## src/rtl/meta_write_dispatcher_if.sv

```systemverilog
// Handshake bundle for the metadata write dispatcher: one producer port and eight
// consumer ports. Consumer signals are packed per consumer index 0..7.
interface meta_write_dispatcher_if #(
    parameter int DEPTH = 2
);
    localparam int CNT_W = $clog2(DEPTH + 1);

    logic             io_in_valid;
    logic             io_in_ready;
    logic [2:0]       io_in_bits_dst;
    logic [5:0]       io_in_bits_idx;
    logic [7:0]       io_in_bits_way_en;
    logic [1:0]       io_in_bits_data_coh_state;
    logic [19:0]      io_in_bits_data_tag;

    logic [7:0]       io_out_valid;
    logic [7:0]       io_out_ready;
    logic [7:0][5:0]  io_out_bits_idx;
    logic [7:0][7:0]  io_out_bits_way_en;
    logic [7:0][1:0]  io_out_bits_data_coh_state;
    logic [7:0][19:0] io_out_bits_data_tag;

    logic [CNT_W-1:0] io_count;

    modport master (
        output io_in_valid, io_in_bits_dst, io_in_bits_idx, io_in_bits_way_en,
               io_in_bits_data_coh_state, io_in_bits_data_tag, io_out_ready,
        input  io_in_ready, io_out_valid, io_out_bits_idx, io_out_bits_way_en,
               io_out_bits_data_coh_state, io_out_bits_data_tag, io_count
    );

    modport slave (
        input  io_in_valid, io_in_bits_dst, io_in_bits_idx, io_in_bits_way_en,
               io_in_bits_data_coh_state, io_in_bits_data_tag, io_out_ready,
        output io_in_ready, io_out_valid, io_out_bits_idx, io_out_bits_way_en,
               io_out_bits_data_coh_state, io_out_bits_data_tag, io_count
    );
endinterface

```

## src/rtl/meta_write_dispatcher.sv

```systemverilog
// In-order FIFO that routes each metadata write to one of eight consumers selected
// by its dst field; the head entry blocks everything behind it until taken.
module meta_write_dispatcher #(
    parameter int DEPTH = 2
) (
    input  logic                    clock,
    input  logic                    reset,
    meta_write_dispatcher_if.slave  io
);
    localparam int PTR_W = $clog2(DEPTH);
    localparam int CNT_W = $clog2(DEPTH + 1);
    localparam int PAY_W = 36;

    if (DEPTH < 2 || (DEPTH & (DEPTH - 1)) != 0) begin : g_depth_check
        $error("DEPTH must be a power of two and at least 2");
    end

    logic [2:0]       dst_q [DEPTH];
    logic [PAY_W-1:0] pay_q [DEPTH];

    logic [PTR_W-1:0] head_q, head_d;
    logic [PTR_W-1:0] tail_q, tail_d;
    logic [CNT_W-1:0] count_q, count_d;

    logic             in_ready;
    logic             enq;
    logic             deq;
    logic [7:0]       out_valid;
    logic [2:0]       head_dst;
    logic [PAY_W-1:0] head_pay;

    // Ready depends only on registered occupancy, so a full queue refuses even
    // when the head is leaving this cycle.
    assign in_ready = (count_q < CNT_W'(DEPTH));
    assign enq      = io.io_in_valid & in_ready;

    assign head_dst  = dst_q[head_q];
    assign head_pay  = pay_q[head_q];
    assign out_valid = (count_q != '0) ? (8'b1 << head_dst) : 8'b0;
    assign deq       = |(out_valid & io.io_out_ready);

    always_comb begin
        head_d  = head_q;
        tail_d  = tail_q;
        count_d = count_q;
        if (enq) begin
            tail_d = tail_q + PTR_W'(1);
        end
        if (deq) begin
            head_d = head_q + PTR_W'(1);
        end
        if (enq && !deq) begin
            count_d = count_q + CNT_W'(1);
        end else if (deq && !enq) begin
            count_d = count_q - CNT_W'(1);
        end
    end

    always_ff @(posedge clock or negedge reset) begin
        if (!reset) begin
            head_q  <= '0;
            tail_q  <= '0;
            count_q <= '0;
        end else begin
            head_q  <= head_d;
            tail_q  <= tail_d;
            count_q <= count_d;
        end
    end

    // Entry storage is unreset; occupancy alone decides what is visible.
    always_ff @(posedge clock) begin
        if (enq) begin
            dst_q[tail_q] <= io.io_in_bits_dst;
            pay_q[tail_q] <= {io.io_in_bits_idx, io.io_in_bits_way_en,
                              io.io_in_bits_data_coh_state, io.io_in_bits_data_tag};
        end
    end

    assign io.io_in_ready                = in_ready;
    assign io.io_out_valid               = out_valid;
    assign io.io_out_bits_idx            = {8{head_pay[35:30]}};
    assign io.io_out_bits_way_en         = {8{head_pay[29:22]}};
    assign io.io_out_bits_data_coh_state = {8{head_pay[21:20]}};
    assign io.io_out_bits_data_tag       = {8{head_pay[19:0]}};
    assign io.io_count                   = count_q;
endmodule

```

## src/flat_wrapper.sv

```systemverilog
// flat-port wrapper written by rule: the top's interface ports become plain ports
module meta_write_dispatcher_flat 
#(
    parameter int DEPTH = 2
)
  (clock, reset, io_io_in_valid, io_io_in_bits_dst, io_io_in_bits_idx, io_io_in_bits_way_en, io_io_in_bits_data_coh_state, io_io_in_bits_data_tag, io_io_out_ready, io_io_in_ready, io_io_out_valid, io_io_out_bits_idx, io_io_out_bits_way_en, io_io_out_bits_data_coh_state, io_io_out_bits_data_tag, io_io_count);
  meta_write_dispatcher_if #(.DEPTH(DEPTH)) io_i ();
  input  logic clock;
  input  logic reset;
  input wire logic [$bits(io_i.io_in_valid)-1:0] io_io_in_valid;
  input wire logic [$bits(io_i.io_in_bits_dst)-1:0] io_io_in_bits_dst;
  input wire logic [$bits(io_i.io_in_bits_idx)-1:0] io_io_in_bits_idx;
  input wire logic [$bits(io_i.io_in_bits_way_en)-1:0] io_io_in_bits_way_en;
  input wire logic [$bits(io_i.io_in_bits_data_coh_state)-1:0] io_io_in_bits_data_coh_state;
  input wire logic [$bits(io_i.io_in_bits_data_tag)-1:0] io_io_in_bits_data_tag;
  input wire logic [$bits(io_i.io_out_ready)-1:0] io_io_out_ready;
  output wire logic [$bits(io_i.io_in_ready)-1:0] io_io_in_ready;
  output wire logic [$bits(io_i.io_out_valid)-1:0] io_io_out_valid;
  output wire logic [$bits(io_i.io_out_bits_idx)-1:0] io_io_out_bits_idx;
  output wire logic [$bits(io_i.io_out_bits_way_en)-1:0] io_io_out_bits_way_en;
  output wire logic [$bits(io_i.io_out_bits_data_coh_state)-1:0] io_io_out_bits_data_coh_state;
  output wire logic [$bits(io_i.io_out_bits_data_tag)-1:0] io_io_out_bits_data_tag;
  output wire logic [$bits(io_i.io_count)-1:0] io_io_count;
  assign io_i.io_in_valid = io_io_in_valid;
  assign io_i.io_in_bits_dst = io_io_in_bits_dst;
  assign io_i.io_in_bits_idx = io_io_in_bits_idx;
  assign io_i.io_in_bits_way_en = io_io_in_bits_way_en;
  assign io_i.io_in_bits_data_coh_state = io_io_in_bits_data_coh_state;
  assign io_i.io_in_bits_data_tag = io_io_in_bits_data_tag;
  assign io_i.io_out_ready = io_io_out_ready;
  assign io_io_in_ready = io_i.io_in_ready;
  assign io_io_out_valid = io_i.io_out_valid;
  assign io_io_out_bits_idx = io_i.io_out_bits_idx;
  assign io_io_out_bits_way_en = io_i.io_out_bits_way_en;
  assign io_io_out_bits_data_coh_state = io_i.io_out_bits_data_coh_state;
  assign io_io_out_bits_data_tag = io_i.io_out_bits_data_tag;
  assign io_io_count = io_i.io_count;
  meta_write_dispatcher #(.DEPTH(DEPTH)) u_core (.clock(clock), .reset(reset), .io(io_i));
endmodule
```

## config.mk

```make
export PLATFORM = sky130hd
export DESIGN_NAME = meta_write_dispatcher_flat
export DESIGN_NICKNAME = d
export VERILOG_FILES = /design/src/rtl/meta_write_dispatcher_if.sv /design/src/rtl/meta_write_dispatcher.sv /design/src/flat_wrapper.sv
export SDC_FILE = /design/constraint.sdc
export NUM_CORES = 1
export LEC_CHECK = 0
export CORE_AREA = 2 2 137 139
export CTS_CLUSTER_DIAMETER = 200
export DETAILED_ROUTE_END_ITERATION = 8
export DIE_AREA = 0 0 139 141
export HOLD_SLACK_MARGIN = 0.1
export PLACE_DENSITY = 0.72
export SYNTH_ARGS = -nofsm -noshare
export SYNTH_HDL_FRONTEND = slang
export SYNTH_SLANG_ARGS = --single-unit
```

## constraint.sdc

```tcl
create_clock -name clock -period 3.4 [get_ports clock]
set_input_delay 0.51 -clock clock [delete_from_list [all_inputs] [get_ports clock]]
set_output_delay 0.51 -clock clock [all_outputs]
set_load 0.01 [all_outputs]
```

Word level (Yosys, flattened, before mapping)
Memory sizes are Yosys's and may differ from the RTL's.
Index checks and enable logic that the tools add are counted.
{ "totals": {"reg_bits": 4, "ramBits": 78, "input_bits": 50, "elab_cells": 25, "mem_count": 2} }
{ "mem_list": {"columns": ["name", "depth", "word_bits", "rd", "rd_clocked_by_memory_dff", "write_ports", "line", "source"], "rows": [
  ["u_core.pay_q", 2, 36, 1, 0, 1, "meta_write_dispatcher.sv:19", "logic [PAY_W-1:0] pay_q [DEPTH];"],
  ["u_core.dst_q", 2, 3, 1, 0, 1, "meta_write_dispatcher.sv:18", "logic [2:0] dst_q [DEPTH];"]
]} }
{ "op_classes": {"n_addsub": 4, "n_lt_le_gt_ge": 1, "n_shift": 1, "muxes": 5, "n_bitwise": 2, "reduce_logical": 7} }
{ "op_table": {"columns": ["cell", "n"], "rows": [
  ["AND 8 bit", 1],
  ["two-way mux 8 bit", 1],
  ["OR reduction 8 bit", 1],
  ["left shift 1 x 3 -> 8 bit (first input constant)", 1],
  ["two-way mux 2 bit", 2],
  ["nonzero test 2 bit", 2],
  ["adder 1 bit (second input constant)", 2],
  ["adder 2 x 1 -> 2 bit (second input constant)", 1],
  ["logical AND 1 bit", 2],
  ["zero test 1 bit", 2],
  ["< comparator 2 bit (second input constant)", 1],
  ["two-way mux 1 bit", 2],
  ["subtractor 2 x 1 -> 2 bit (second input constant)", 1],
  ["AND 1 bit", 1]
]} }

Longest topological paths before layout
Gate-level depths: netlist (run 1).
An unclocked memory read counts as a cell.
{ "logic_depth": {"ltp_word": 8, "mapped_depth": 8, "depth_no_buf": 7} }

Worst setup path before layout (run 1)
No wires, ideal clock.
{ "synth_timing": {"kind": "input -> register", "from": "input io_io_in_valid", "to": "memory u_core.dst_q[0][0] (enable)", "setup_ns": 0.440, "arrival_time_ns": 2.538, "path_slack_ns": 0.422, "cell_stages": 2, "path_buffers": 0, "path_cell_list": "nor2b_1 -> nor2b_1"} }
{ "synth_between": {"elab_chain_len": 3} }
{ "synth_lines": {"columns": ["element", "line", "source"], "rows": [
  ["from (decl)", "flat_wrapper.sv:10", "input wire logic [$bits(io_i.io_in_valid)-1:0] io_io_in_valid;"],
  ["AND 1 bit", "meta_write_dispatcher.sv:35", "assign enq = io.io_in_valid & in_ready;"],
  ["two-way mux 1 bit", "meta_write_dispatcher.sv:73", "if (enq) begin"],
  ["two-way mux 1 bit (not written as such)", "meta_write_dispatcher.sv:74", "dst_q[tail_q] <= io.io_in_bits_dst;"],
  ["to (decl)", "meta_write_dispatcher.sv:18", null]
]} }
Every way passes these cells.

Final worst setup path (run 1)
{ "layout_timing": {"from": "register u_core.head_q", "to": "output io_io_out_valid[1]"} }
{ "layout_between": {"elab_chain_len": 3} }
{ "layout_lines": {"columns": ["element", "line", "source"], "rows": [
  ["from (decl)", "meta_write_dispatcher.sv:21", "logic [PTR_W-1:0] head_q, head_d;"],
  ["from (signal assigned)", "meta_write_dispatcher.sv:61", "head_q <= '0;"],
  ["from (signal assigned)", "meta_write_dispatcher.sv:65", "head_q <= head_d;"],
  ["memory (2 x 3 bit)", null, null],
  ["left shift 1 x 3 -> 8 bit", "meta_write_dispatcher.sv:39", "assign out_valid = (count_q != '0) ? (8'b1 << head_dst) : 8'b0;"],
  ["two-way mux 8 bit", "meta_write_dispatcher.sv:39", null],
  ["to (decl)", "flat_wrapper.sv:18", "output wire logic [$bits(io_i.io_out_valid)-1:0] io_io_out_valid;"]
]} }
Every way passes these cells.

==> results.cfg, run 1 <==
[layout]
fin_util_pct = 39.6
synthToLayoutAreaGrowth_pct = 43.5
num_antenna_cells = 0
drive_gt1_share_pct = 11.5
nNetsFinal = 567
n_fill_cell = 1691
stdcell_area_sq_um = 7230

[grt]
grt_pass1_wl_um = 15300
first_global_vias = 2744
grt_remaining_overflow = 0
antenna_found_initial = 0
grt_max_degree = 26
grt_use_total_pct = 10.1

[drt]
drc = 0
wl_per_cell_um = 14.0
routed_wl_um = 10600
viasPerCell = 3.80
drt-initial-drc-count = 59
final_antenna_net_count = 0
dr.pass1.iters = 4
vias = 2870

[timing]
tightest_slew_ns = 0.662
post-route-period-util_pct = 85.1
rsz0062_at_grt = false
tns_ns = 0
setup_viol_count_final = 0
holdWs_ns = 0.379
fmax_mhz = 346
final.min_clock_period_ns = 2.89
slew_violations = 0
max_slew_margin_pct = 55.8
skew_ns = 0.00498
hold_viol = 0

[logic_synthesis]
synth_cell_types = 23
synth_warnings = 0
synth_seq_cells = 82
synth_cells = 411
syn-num-nets = 462
synth_seq_area_share_pct = 48.5
syn_area_sq_um = 5040
synth.avg_cell_area_sq_um = 12.3

[setup_path]
crit_start = u_core.head_q
rr_startpoint = u_core.head_q
crit_fanout = 25
path_class = flip-flop to output port
critPathLaunchType = flip-flop
arrival_ns = 2.38
end_kind = output port
worstPathRequired_ns = 2.89

[clock_network]
clock_sinks = 82
cts_root_buf = clkbuf_16
cts_buffers = 9
h-tree-depth = 3
hold_buffers = 0
clk_latency_ns = 0.33
cts_setup_buffers = 0
clockBufferDepth = 2
path_clk_slew_ns = 0.06
cts_tree = done
cts_resized = 0

[power]
irDropWorstVdd_mv = 0.548
leakagePower_nw = 2.53
power.density_nw_per_um2 = 952

[die]
coreArea_sq_um = 18300
initial_core_util_pct = 27.6
fp.dieW_um = 139
dieArea_sq_um = 19600
io_pins = 349
die_h_um = 141
rows = 50

[status]
run_status = finished clean

[place]
post-dp-hpwl_um = 8000
port_buffers = 348
postPlaceCellArea_sq_um = 6970
gp_congestion = 0.768

[job]
cap_violations = 0

[hold_path]
hold_path.class = input port to async pin
-- cells in the final DEF (no fill, tap or decap) --
master / netlist / routed
inv_1: 1 / 1
nor2b_1: 2 / 1
o21ai_0: 1 / 1
clkdlybuf4s50_1: 0 / 348
mux4_2: 1 / 1
dfrtp_1: 4 / 3
mux2_2: 38 / 38
mux2i_1: 2 / 2
edfxtp_1: 78 / 78
mux4_1: 1 / 1
buf_12: 0 / 3
clkinv_2: 0 / 1
xnor2_1: 3 / 3
a22oi_2: 1 / 1
xor2_1: 2 / 2
nand2_1: 2 / 2
o21ai_1: 1 / 1
nor2_1: 12 / 12
dfrtp_2: 0 / 1
and2_2: 0 / 1
nor2b_4: 0 / 1
ha_1: 1 / 1
clkbuf_16: 0 / 9
clkbuf_1: 3 / 3
clkinvlp_4: 0 / 2
nand2b_1: 2 / 2
mux2_4: 1 / 1
clkinv_4: 0 / 1
-- worst paths after layout --
| check | to | slack (ns) | cells after the start |
|---|---|---|---|
| worst max-delay path | io_io_out_valid[1] | 0.51 | 5 |
| worst max register to register | u_core.io.io_count[1] | 0.88 | 7 |
| min in group clock | u_core.tail_q | 0.54 | 1 |
| worst min-delay path | u_core.io.io_count[1] | 0.38 | 1 |
| max in group asynchronous | u_core.head_q | 2.84 | 1 |
| worst min register to register | u_core.tail_q | 0.54 | 1 |
-- registers in the layout, indices dropped and copies added, names as in the netlist --
name                flops
u_core.dst_q            6
u_core.pay_q           72
u_core.head_q           1
u_core.tail_q           1
u_core.io.io_count      2
-- stage by stage --
stage | instances | worst slack, ns | total power, mW
finish | 755 | 0.506 | 6.88
CTS | 755 | 0.439 | 7.01
detailed placement | 739 | 0.831 | 6.10
floorplan | 411 | 0.422 | 4.65
global placement | 739 | 0.843 | 6.03
global route | 755 | 0.323 | 7.23
-- logic make-up after synthesis --
group | after synthesis | synth area share (%)
XOR/XNOR | 5 | 0.869
adder cells (fa/ha/maj) | 1 | 0.248
flip-flops | 82 | 48.5
buffers and inverters | 258 | 38.2
AND/OR/NAND/NOR | 19 | 1.66
multiplexers | 43 | 10.2
AO/OA/AOI/OAI | 3 | 0.447
-- worst max-delay path, stage by stage (launching register included) --
cell             delay, ns
dfrtp_2               0.77
buf_12                0.25
mux2i_1               0.25
nand2_1               0.10
nor2_1                0.12
clkdlybuf4s50_1       0.55
-- layer usage --
layer	global-route usage (%)	wire, um	vias to the layer above
met5	0	0	-
met3	3.33	858	7
met1	11.0	3990	1359
met2	18.3	5630	174
li1	-	-	1330
met4	3.51	121	0
-- report_power, final --
group | internal, mW | switching [mW]
Combinational | 2.69 | 1.87
Sequential | 1.33 | 0.128
Clock | 0.495 | 0.377
Total | 4.51 | 2.37
-- synth_stat cells (all sizes together) --
master,n,area share (%)
mux2,39,8.8
xnor2,3,0.52
nor2b,2,0.25
dfrtp,4,2.0
nand2,2,0.15
and2,1,0.12
clkbuf,3,0.22
mux2i,2,0.40
nand2b,2,0.25
inv,1,0.074
edfxtp,78,46
ha,1,0.25
xor2,2,0.35
o21ai,2,0.20
a22oi,1,0.25
mux4,2,0.97
buf,254,38
nor2,12,0.89
-- final cells by class --
type / instances / area, sq um / share of cell area (%)
Clock buffer: 12 / 236 / 3.27
Inverter: 1 / 3.75 / 0.0519
Timing Repair Buffer: 351 / 3540 / 49.0
Multi-Input combinational cell: 71 / 683 / 9.45
Sequential cell: 82 / 2440 / 33.8
Tap cell: 234 / 293 / 4.05
Clock inverter: 4 / 28.8 / 0.398
Power figures use the tool's default switching activity.
==> run 2, diff against run 1 <==
--- a/config.mk
+++ b/config.mk
@@ -10,7 +10,7 @@
 export DETAILED_ROUTE_END_ITERATION = 8
 export DIE_AREA = 0 0 139 141
 export HOLD_SLACK_MARGIN = 0.1
-export PLACE_DENSITY = 0.72
+export PLACE_DENSITY = 0.73
 export SYNTH_ARGS = -nofsm -noshare
 export SYNTH_HDL_FRONTEND = slang
 export SYNTH_SLANG_ARGS = --single-unit
==> run 2 against run 1 <==
Die area unchanged. Critical path depth down 1. Core utilization up 0.13 points. Register-to-register slack better by 0.06 ns. Combinational power about the same. Clock skew about the same. Wire length up 3.2%. Sequential power about the same. Power up 1.3%. Cell count unchanged. Global-route usage up 0.31 points. First-iteration DRC count up 31%. Largest power group unchanged. Highest routed layer unchanged.
==> results.cfg, run 2 (synthesized netlist as in run 1, its figures left out) <==
[clock_network]
cts_setup_buffers = 0
hold_buffers = 0
cts_tree = done
cts_resized = 0
h-tree-depth = 3
cts_root_buf = clkbuf_16
clock_sinks = 82
cts_buffers = 9
path_clk_slew_ns = 0.06
clk_latency_ns = 0.34
clockBufferDepth = 2

[timing]
fmax_mhz = 353
setup_viol_count_final = 0
post-route-period-util_pct = 83.4
tightest_slew_ns = 0.536
slew_violations = 0
hold_viol = 0
tns_ns = 0
final.min_clock_period_ns = 2.83
skew_ns = 0.00478
rsz0062_at_grt = false
max_slew_margin_pct = 64.3

[setup_path]
crit_start = u_core.head_q
crit_path_max_incr_delay_ns = 0.70
r2r_end = u_core.io.io_count[1]
r2r_cells = 6
r2r_slack_ns = 0.94
crit_fanout = 20
path_class = flip-flop to output port
rr_startpoint = u_core.head_q
worstPathRequired_ns = 2.89
crit_slowest_cell = dfrtp_2
crit_chain = mux2i_1 -> o21ai_0 -> nor2_1 -> clkdlybuf4s50_1
end_kind = output port
critPathLaunchType = flip-flop
arrival_ns = 2.32
endpoint = io_io_out_valid[0]

[power]
power.density_nw_per_um2 = 961
leakagePower_nw = 2.54
irDropWorstVdd_mv = 0.371

[die]
initial_core_util_pct = 27.6
dieArea_sq_um = 19600
io_pins = 349
fp.dieW_um = 139
coreArea_sq_um = 18300
die_h_um = 141
rows = 50

[drt]
drt-initial-drc-count = 77
routed_wl_um = 10900
wl_per_cell_um = 14.5
final_antenna_net_count = 0
vias = 2903
viasPerCell = 3.85
dr.pass1.iters = 4
drc = 0

[status]
run_status = finished clean

[job]
cap_violations = 0

[hold_path]
hold_path.class = input port to async pin

[grt]
grt_use_total_pct = 10.4
grt_pass1_wl_um = 15600
grt_max_degree = 35
first_global_vias = 2764
grt_remaining_overflow = 0
antenna_found_initial = 0

[layout]
largest_register = u_core.pay_q
drive_gt1_share_pct = 11.5
largest_register_ffs = 72
nNetsFinal = 567
mostFrequentLayoutCell = clkdlybuf4s50_1
fin_util_pct = 39.7
synthToLayoutAreaGrowth_pct = 44.0
num_antenna_cells = 0
mostFrequentLayoutCells = clkdlybuf4s50_1, edfxtp_1, mux2_2

[place]
post-dp-hpwl_um = 8210
gp_congestion = 0.688
port_buffers = 348
==> run 2: cell types whose count changed in the layout (fill, tap and decap cells not counted), sizes merged <==
cell	change
clkinvlp	+1
bufinv	+1
clkinv	-2
==> run 2: how the worst min path moves through the flow <==
stage | endpoint | slack (ns) | from
floorplan | u_core.head_q | 0.21 | reset
global placement | u_core.tail_q | 0.52 | u_core.tail_q
detailed placement | u_core.tail_q | 0.53 | u_core.tail_q
CTS | u_core.head_q | 0.38 | reset
global route | u_core.head_q | 0.38 | reset
finish | u_core.head_q | 0.39 | reset
==> run 2: report_power, final <==
part           internal [mW]  switching, mW  leakage (nW)  total [mW]
Sequential              1.33          0.114         0.762        1.44
Combinational           2.69           1.90          1.65        4.58
Clock                  0.569          0.379         0.129       0.948
==> run 2: layout make-up <==
cell class	count	area [sq um]
Clock inverter	4	52.6
Fill cell	1668	11000
Sequential cell	82	2440
Clock buffer	12	236
Inverter	1	3.75
Tap cell	234	293
Multi-Input combinational cell	71	683
Timing Repair Buffer	351	3540
==> run 2: per-layer routing <==
metal / routed length [um] / global-route usage, % / vias up
li1: - / - / 1328
met1: 4060 / 11.2 / 1392
met2: 5870 / 19.3 / 172
met3: 841 / 2.38 / 11
met4: 171 / 4.68 / 0
met5: 0 / 0 / -
==> run 2: worst max-delay path, delay by kind of cell, from the launching register on <==
kind	cells	cell delay (ns)
AOI/OAI and AO/OA	1	0.23
buffers and inverters	1	0.57
DFF	1	0.70
muxes	1	0.31
and+or+nand+nor	1	0.17
==> run 2: through the flow <==
step                hold slack, ns  std cells  total power [mW]  cell area, sq um  worst slack, ns
finish                       0.389        755              6.97              7260            0.566
detailed placement           0.534        739              6.12              6970            0.893
CTS                          0.377        755              7.11              7260            0.505
floorplan                    0.214        411              4.65              5040            0.422
global placement             0.522        739              6.05              6970            0.928
global route                 0.384        755              7.33              7260            0.382
